<file path="src/rtl/id_ex_stage.sv">
// ID->EX pipeline register: operand capture, PC/immediate select, MEM/WB forwarding, load-use bubbles.
// Optional feature macro: FORWARDING_EN (undefined = no output forwarding, interlock on any RAW hazard).
module id_ex_stage #(
  parameter int XLEN    = 32,
  parameter int RADDR_W = 5
) (
  input  logic               clk,
  input  logic               rst,
  input  logic               flush,
  input  logic               id_valid,
  output logic               id_ready,
  input  logic [XLEN-1:0]    id_pc,
  input  logic [RADDR_W-1:0] id_rs1_addr,
  input  logic [RADDR_W-1:0] id_rs2_addr,
  input  logic               id_rs1_used,
  input  logic               id_rs2_used,
  input  logic [XLEN-1:0]    id_rs1_data,
  input  logic [XLEN-1:0]    id_rs2_data,
  input  logic [XLEN-1:0]    id_imm,
  input  logic               id_use_pc,
  input  logic               id_use_imm,
  input  logic [3:0]         id_alu_op,
  input  logic [RADDR_W-1:0] id_rd_addr,
  input  logic               id_rd_we,
  input  logic               id_is_load,
  input  logic [RADDR_W-1:0] mem_rd_addr,
  input  logic               mem_rd_we,
  input  logic [XLEN-1:0]    mem_rd_data,
  input  logic [RADDR_W-1:0] wb_rd_addr,
  input  logic               wb_rd_we,
  input  logic [XLEN-1:0]    wb_rd_data,
  output logic               ex_valid,
  input  logic               ex_ready,
  output logic [XLEN-1:0]    ex_in_0,
  output logic [XLEN-1:0]    ex_in_1,
  output logic [3:0]         ex_operation,
  output logic [XLEN-1:0]    ex_store_data,
  output logic [RADDR_W-1:0] ex_rd_addr,
  output logic               ex_rd_we,
  output logic               ex_is_load
);

  logic               r_valid;
  logic [XLEN-1:0]    r_pc, r_rs1_data, r_rs2_data, r_imm;
  logic [RADDR_W-1:0] r_rs1_addr, r_rs2_addr, r_rd_addr;
  logic               r_use_pc, r_use_imm, r_rd_we, r_is_load;
  logic [3:0]         r_alu_op;

  logic               w_dep_ex, w_lu_stall, w_stall, w_accept;
  logic [XLEN-1:0]    w_cap_rs1, w_cap_rs2, w_fwd_rs1, w_fwd_rs2;

  // Does the instruction on offer read the register held in EX?
  assign w_dep_ex = (r_rd_addr != '0) && id_valid &&
                    ((id_rs1_used && id_rs1_addr == r_rd_addr) ||
                     (id_rs2_used && id_rs2_addr == r_rd_addr));

  assign w_lu_stall = r_valid && r_is_load && r_rd_we && w_dep_ex;

`ifdef FORWARDING_EN
  assign w_stall = w_lu_stall;

  // NOTE: every signal gets a default before the priority chain so no latch is inferred.
  always_comb begin
    w_fwd_rs1 = r_rs1_data;
    w_fwd_rs2 = r_rs2_data;
    if (r_rs1_addr != '0 && mem_rd_we && mem_rd_addr == r_rs1_addr)
      w_fwd_rs1 = mem_rd_data;
    else if (r_rs1_addr != '0 && wb_rd_we && wb_rd_addr == r_rs1_addr)
      w_fwd_rs1 = wb_rd_data;
    if (r_rs2_addr != '0 && mem_rd_we && mem_rd_addr == r_rs2_addr)
      w_fwd_rs2 = mem_rd_data;
    else if (r_rs2_addr != '0 && wb_rd_we && wb_rd_addr == r_rs2_addr)
      w_fwd_rs2 = wb_rd_data;
  end
`else
  logic w_dep_mem;
  logic w_unused;

  assign w_dep_mem = (mem_rd_addr != '0) && id_valid &&
                     ((id_rs1_used && id_rs1_addr == mem_rd_addr) ||
                      (id_rs2_used && id_rs2_addr == mem_rd_addr));

  // Without forwarding, wait until every producer has reached the regfile write port.
  assign w_stall   = w_lu_stall || (r_valid && r_rd_we && w_dep_ex) || (mem_rd_we && w_dep_mem);
  assign w_fwd_rs1 = r_rs1_data;
  assign w_fwd_rs2 = r_rs2_data;
  assign w_unused  = ^{mem_rd_data, r_rs1_addr, r_rs2_addr};
`endif

  assign id_ready = !w_stall && (!r_valid || ex_ready);
  assign w_accept = id_valid && id_ready;

  // WB writes this cycle are not yet visible in the regfile read data.
  assign w_cap_rs1 = (wb_rd_we && wb_rd_addr != '0 && wb_rd_addr == id_rs1_addr) ? wb_rd_data : id_rs1_data;
  assign w_cap_rs2 = (wb_rd_we && wb_rd_addr != '0 && wb_rd_addr == id_rs2_addr) ? wb_rd_data : id_rs2_data;

  // NOTE: state uses non-blocking assignments; all fields are reset so outputs are defined out of reset.
  always_ff @(posedge clk or posedge rst) begin
    if (rst) begin
      r_valid    <= 1'b0;
      r_pc       <= '0;
      r_rs1_data <= '0;
      r_rs2_data <= '0;
      r_imm      <= '0;
      r_rs1_addr <= '0;
      r_rs2_addr <= '0;
      r_rd_addr  <= '0;
      r_use_pc   <= 1'b0;
      r_use_imm  <= 1'b0;
      r_rd_we    <= 1'b0;
      r_is_load  <= 1'b0;
      r_alu_op   <= '0;
    end else if (flush) begin
      r_valid <= 1'b0;
    end else if (w_accept) begin
      r_valid    <= 1'b1;
      r_pc       <= id_pc;
      r_rs1_data <= w_cap_rs1;
      r_rs2_data <= w_cap_rs2;
      r_imm      <= id_imm;
      r_rs1_addr <= id_rs1_addr;
      r_rs2_addr <= id_rs2_addr;
      r_rd_addr  <= id_rd_addr;
      r_use_pc   <= id_use_pc;
      r_use_imm  <= id_use_imm;
      r_rd_we    <= id_rd_we;
      r_is_load  <= id_is_load;
      r_alu_op   <= id_alu_op;
    end else if (ex_ready) begin
      r_valid <= 1'b0;
    end
  end

  assign ex_valid      = r_valid;
  assign ex_in_0       = r_use_pc  ? r_pc  : w_fwd_rs1;
  assign ex_in_1       = r_use_imm ? r_imm : w_fwd_rs2;
  assign ex_store_data = w_fwd_rs2;
  assign ex_operation  = r_alu_op;
  assign ex_rd_addr    = r_rd_addr;
  assign ex_rd_we      = r_rd_we;
  assign ex_is_load    = r_is_load;

endmodule
</file>
<file path="config.mk">
export PLATFORM = sky130hd
export DESIGN_NAME = id_ex_stage
export DESIGN_NICKNAME = d
export VERILOG_FILES = /design/src/rtl/id_ex_stage.sv
export SDC_FILE = /design/constraint.sdc
export NUM_CORES = 1
export LEC_CHECK = 0
export BUFFER_PORTS_ARGS = -buffer_cell sky130_fd_sc_hd__buf_2
export CORE_AREA = 2 2 133 135
export DETAILED_ROUTE_END_ITERATION = 7
export DIE_AREA = 0 0 135 137
export PLACE_DENSITY = 0.76
export SLEW_MARGIN = 15
export SYNTH_ARGS = -nofsm -noshare
export SYNTH_HDL_FRONTEND = slang
export SYNTH_SLANG_ARGS = --single-unit
</file>
<file path="constraint.sdc">
create_clock -name clk -period 5.6 [get_ports clk]
set_input_delay 0.28 -clock clk [delete_from_list [all_inputs] [get_ports clk]]
set_output_delay 0.28 -clock clk [all_outputs]
set_load 0.1 [all_outputs]
</file>
* Yosys cells after proc, flatten, opt, wreduce, memory -nomap -nowiden
Index checks and enable logic that the tools add are counted.
** Cells by class
- Eq/ne operators :: 6
- Multiplexer cells :: 7
- Bitwise logic cells :: 1
- Reductions and logical operators :: 31
** Operators with widths (number)
- $mux W32 :: 4
- $eq A5 B5 Y1 :: 6
- $logic_and A1 B1 Y1 :: 19
- $reduce_bool A5 Y1 :: 3
- $logic_or A1 B1 Y1 :: 5
- $mux W1 :: 3
- $reduce_bool A3 Y1 :: 1
- $logic_not A1 Y1 :: 2
- $reduce_and A2 Y1 :: 1
- $not A1 Y1 :: 1
** Storage, ports and cells
- Flip-flop bits (word level) :: 142

* Depth between registers and ports, before layout
- Depth after elaboration :: 12
- Mapped depth :: 8

* Worst setup path before layout
OpenSTA, ideal clock, no wires.
- Kind :: register -> output
- Start :: reg r_rd_addr[1] (netlist: ex_rd_addr[1])
- End :: out id_ready
- Arrival time :: 2.404 ns
- Required time :: 5.320 ns
- Path slack :: 2.916 ns
- Cell stages (with the launch flop) :: 4
- Path buffers :: 0
- Cell sequence :: dfrtp_1 -> or4_1 -> o2111ai_2 -> o21a_1
** On the way
- Cells in the longest elaborated chain, start to end :: 9
- Elaborated cells on any way between the ends :: 14
** Ends and longest elaborated chain
- start, declared :: RTL line 45 : logic [RADDR_W-1:0] r_rs1_addr, r_rs2_addr, r_rd_addr;
- start signal, assigned :: RTL line 123 : r_rd_addr <= id_rd_addr;
- $eq A5 B5 Y1 (on tied branches) :: RTL line 54, 55
- $logic_and A1 B1 Y1 (on tied branches) :: RTL line 54, 55
- $logic_or A1 B1 Y1 :: RTL line 54 : ((id_rs1_used && id_rs1_addr == r_rd_addr) ||
- $logic_and A1 B1 Y1 (*) :: RTL line 53 : assign w_dep_ex = (r_rd_addr != '0) && id_valid &&
- $logic_and A1 B1 Y1 (on tied branches) :: RTL line 57, 84
- $logic_or A1 B1 Y1 (*) (2 in series) :: RTL line 84 : assign w_stall = w_lu_stall || (r_valid && r_rd_we && w_dep_ex) || (mem_rd_we && w_dep_mem);
- $logic_not A1 Y1 (*) :: RTL line 90 : assign id_ready = !w_stall && (!r_valid || ex_ready);
- $logic_and A1 B1 Y1 (*) :: RTL line 90
- end, declared :: RTL line 11 : output logic id_ready,
Mark *: on every way between the ends. The rest lies on a longest branch, timed or not.

* Worst setup path in the final report
- Start :: reg r_rd_addr[2] (netlist: ex_rd_addr[2])
- End :: reg r_pc[10]
** On the way
- Cells in the longest elaborated chain, start to end :: 11
- Elaborated cells on any way between the ends :: 16
** Ends and longest elaborated chain
- $eq A5 B5 Y1 (on tied branches) :: RTL line 54, 55
- $logic_and A1 B1 Y1 (on tied branches) :: RTL line 54, 55
- $logic_or A1 B1 Y1 :: RTL line 54
- $logic_and A1 B1 Y1 (*) :: RTL line 53
- $logic_and A1 B1 Y1 (on tied branches) :: RTL line 57, 84
- $logic_or A1 B1 Y1 (*) (2 in series) :: RTL line 84
- $logic_not A1 Y1 (*) :: RTL line 90
- $logic_and A1 B1 Y1 (*) :: RTL line 90
- $logic_and A1 B1 Y1 (*) :: RTL line 91 : assign w_accept = id_valid && id_ready;
- $reduce_and A2 Y1 (no line) (*)
- end signal, assigned :: RTL line 117 : r_pc <= id_pc;
- end, declared :: RTL line 44 : logic [XLEN-1:0] r_pc, r_rs1_data, r_rs2_data, r_imm;
Marked as above.
A chain may end at the register's enable or synchronous reset.

==> impl_metrics.toml <==
[clock_network]
cts-buffers-inserted = 17
cts.sinks = 142
cts.reportedPaths.clkPinSlew_ns = 0.06
cts_tree = "built"
h-tree-depth = 4
ctsHoldBuffers = 0
clkLatencyLatePin_ns = 0.41
root_buffer = "clkbuf_16"
post_cts_resized = 0
postCtsSetupBuffers = 0
clock_path_buffers = 2

[worst_setup_path]
cp.required_ns = 5.89
path_cells = "xnor2_1, nand4_1, o22ai_1, o2111ai_2, nand4b_4, buf_4, mux2_2"
crit_fanout = 60
cp_slowest_cell = "buf_4"
endpoint_kind = "register"
crit_buf_inv = 1
cp_top_family = "buffers and inverters"
rr_worst_depth = 7
crit_arrival_ns = 2.94
rrSetupSlack_ns = 2.95
critPathLaunchType = "register"
max_stage_delay_ns = 0.70
r2r_end = "r_pc[10]"
worstSetupPathType = "reg2reg"
rr_startpoint = "ex_rd_addr[2]"
cp.depth = 7

[synth]
syn_inst = 499
synth-edff-count = 0
synth_area_um2 = 7570
ys_warn_count = 0
ys_async_sr_fraction_pct = 100
ys_ff_latch = 142
ys_seq_area_share_pct = 46.9
ys_types = 25
synth-main-ff-cell = "dfrtp_1"
syn-num-nets = 733
syn_area_per_cell_um2 = 15.2

[timing]
final_max_slew_viol_count = 0
fin_worst_skew_ns = 0.00509
slew_headroom_pct = 36.3
max_freq_mhz = 377
period_minus_slack_ns = 2.65
finalCritPeriodShare_pct = 47.3
setup-violations-final = 0
fin_tns_setup_ns = 0
worst_pin_slew_ns = 0.956
rsz0062_at_grt = "no"
hold_slack_ns = -0.0165
finalHoldViolCount = 5

[layout]
final_common_cell = "buf_2"
fin_util_pct = 58.5
seqCellArea_um2 = 3560
multi_input_area_um2 = 3840
drive_above_1_share_pct = 76.3
nFillCells = 1412
areaGrowthSynthToFinish_pct = 31.8
final_nets = 1040
final_cell_mix = "buf_2 (310), mux2_2 (179), dfrtp_1 (140)"

[power_and_ir_drop]
peakVddDrop_v = 0.000307
p_leak_nw = 4.89
pwr_density_cell_nw_per_um2 = 487

[die]
io_pins = 343
die_width_um = 135
initial_core_util_pct = 44.4
row_count = 48
core_um2 = 17100
dieArea_um2 = 18500
dieHeight_um = 137

[place]
hpwl_mm = 12.9
gp_congestion = 0.814
port_buffers = 310

[routing]
ant_nets = 0
viasPerCell = 4.97
postRouteWirelength_mm = 18.0
drt-pass1-iter-count = 4
detail_route.wl_per_cell_um = 17.2
route.detailed.drc = 0
vias = 5189
drt_iter0_markers = 124

[grt]
grt_pass1_wl_mm = 27.8
grt_max_degree = 84
grt_usage_pct = 19.5
antenna_found_initial = 2
grt_pass1_vias = 5366
globalRouteOverflowTotal = 0

[status]
status = "finished, violations left"
failed_checks = "negative hold slack"

[worst_hold_path]
hp-class = "in2async"

[job]
drv.max_cap_violation_count = 0
==> worst reg2reg max path, cell delays in order (launching register included) <==
cell,delay [ns]
dfrtp_1,0.44
xnor2_1,0.17
nand4_1,0.12
o22ai_1,0.23
o2111ai_2,0.21
nand4b_4,0.16
buf_4,0.70
mux2_2,0.51
==> worst max path at each step <==
| stage | startpoint | to | slack, ns |
|---|---|---|---|
| 2_1_floorplan | rst | ex_is_load | 1.51 |
| 3_3_place_gp | wb_rd_addr[0] | ex_store_data[30] | 2.61 |
| 3_5_place_dp | wb_rd_addr[4] | ex_store_data[25] | 2.56 |
| 4_1_cts | ex_rd_addr[2] | r_pc[8] | 2.97 |
| 5_1_grt | ex_rd_addr[4] | r_pc[8] | 2.80 |
| 6_report | ex_rd_addr[2] | r_pc[10] | 2.95 |
==> per-layer routing <==
| layer | vias to the layer above | wire length, um | GRT usage (%) |
|---|---|---|---|
| li1 | 2432 | - | - |
| met1 | 2527 | 7730 | 24.8 |
| met2 | 204 | 8710 | 32.4 |
| met3 | 24 | 1200 | 5.44 |
| met4 | 2 | 331 | 6.19 |
| met5 | - | 13 | 0 |
==> final cells by class <==
cell class | count | share of cell area [%]
antenna | 1 | 0.0251
clock buffer | 20 | 4.58
clock inverter | 12 | 2.06
inverter | 2 | 0.125
multi-input combinational | 326 | 38.5
sequential | 142 | 35.6
tap | 225 | 2.82
timing repair buffer | 317 | 16.3
==> power breakdown <==
part	switching (W)	leakage (nW)	internal [W]
Sequential	0.000156	1.67	0.00121
Clock	0.000435	0.318	0.000819
Combinational	0.00167	2.90	0.000560
==> sequential cells by signal, indices dropped and copies added, names as in the netlist, 4 cells and up <==
signal         count
r_rs1_data        32
r_pc              32
ex_store_data     32
r_imm             32
ex_rd_addr         5
ex_operation       4
==> stage by stage <==
step / hold slack [ns] / setup slack, ns / cells / area, um^2 / power (W)
floorplan: 0.346 / 1.51 / 499 / 7570 / 0.00326
global placement: 0.448 / 2.61 / 1010 / 9290 / 0.00360
detailed placement: 0.454 / 2.56 / 1010 / 9290 / 0.00362
CTS: 0.00600 / 2.97 / 1042 / 9960 / 0.00490
global route: 0.0105 / 2.80 / 1045 / 9980 / 0.00504
finish: -0.0165 / 2.95 / 1045 / 9980 / 0.00486
==> cells in the mapped netlist, types with 2 or more instances <==
cell type	number	area share, %
nand3_1	2	0.13
inv_1	2	0.099
clkbuf_1	8	0.40
buf_6	9	1.3
dfrtp_1	142	47
nand4_1	4	0.33
buf_2	11	0.73
xor2_1	4	0.46
xnor2_1	26	3.0
mux2_2	179	27
o22ai_1	2	0.17
nand2_1	5	0.25
nor4_2	2	0.33
or4_1	2	0.20
nor2_1	2	0.099
mux2_4	90	18
==> logic make-up (layout without fill, tap and decap cells) <==
family                    count (synthesis)  after routing  share of synthesized area [%]
and+or+nand+nor                          20             20                           1.69
buffers and inverters                    31            351                           2.66
AOI/OAI and AO/OA                         7              7                          0.777
other                                     0              1                              0
muxes                                   269            269                           44.5
DFF                                     142            142                           46.9
xor gates and xnor gates                 30             30                           3.47
Power figures use the tool's default switching activity.
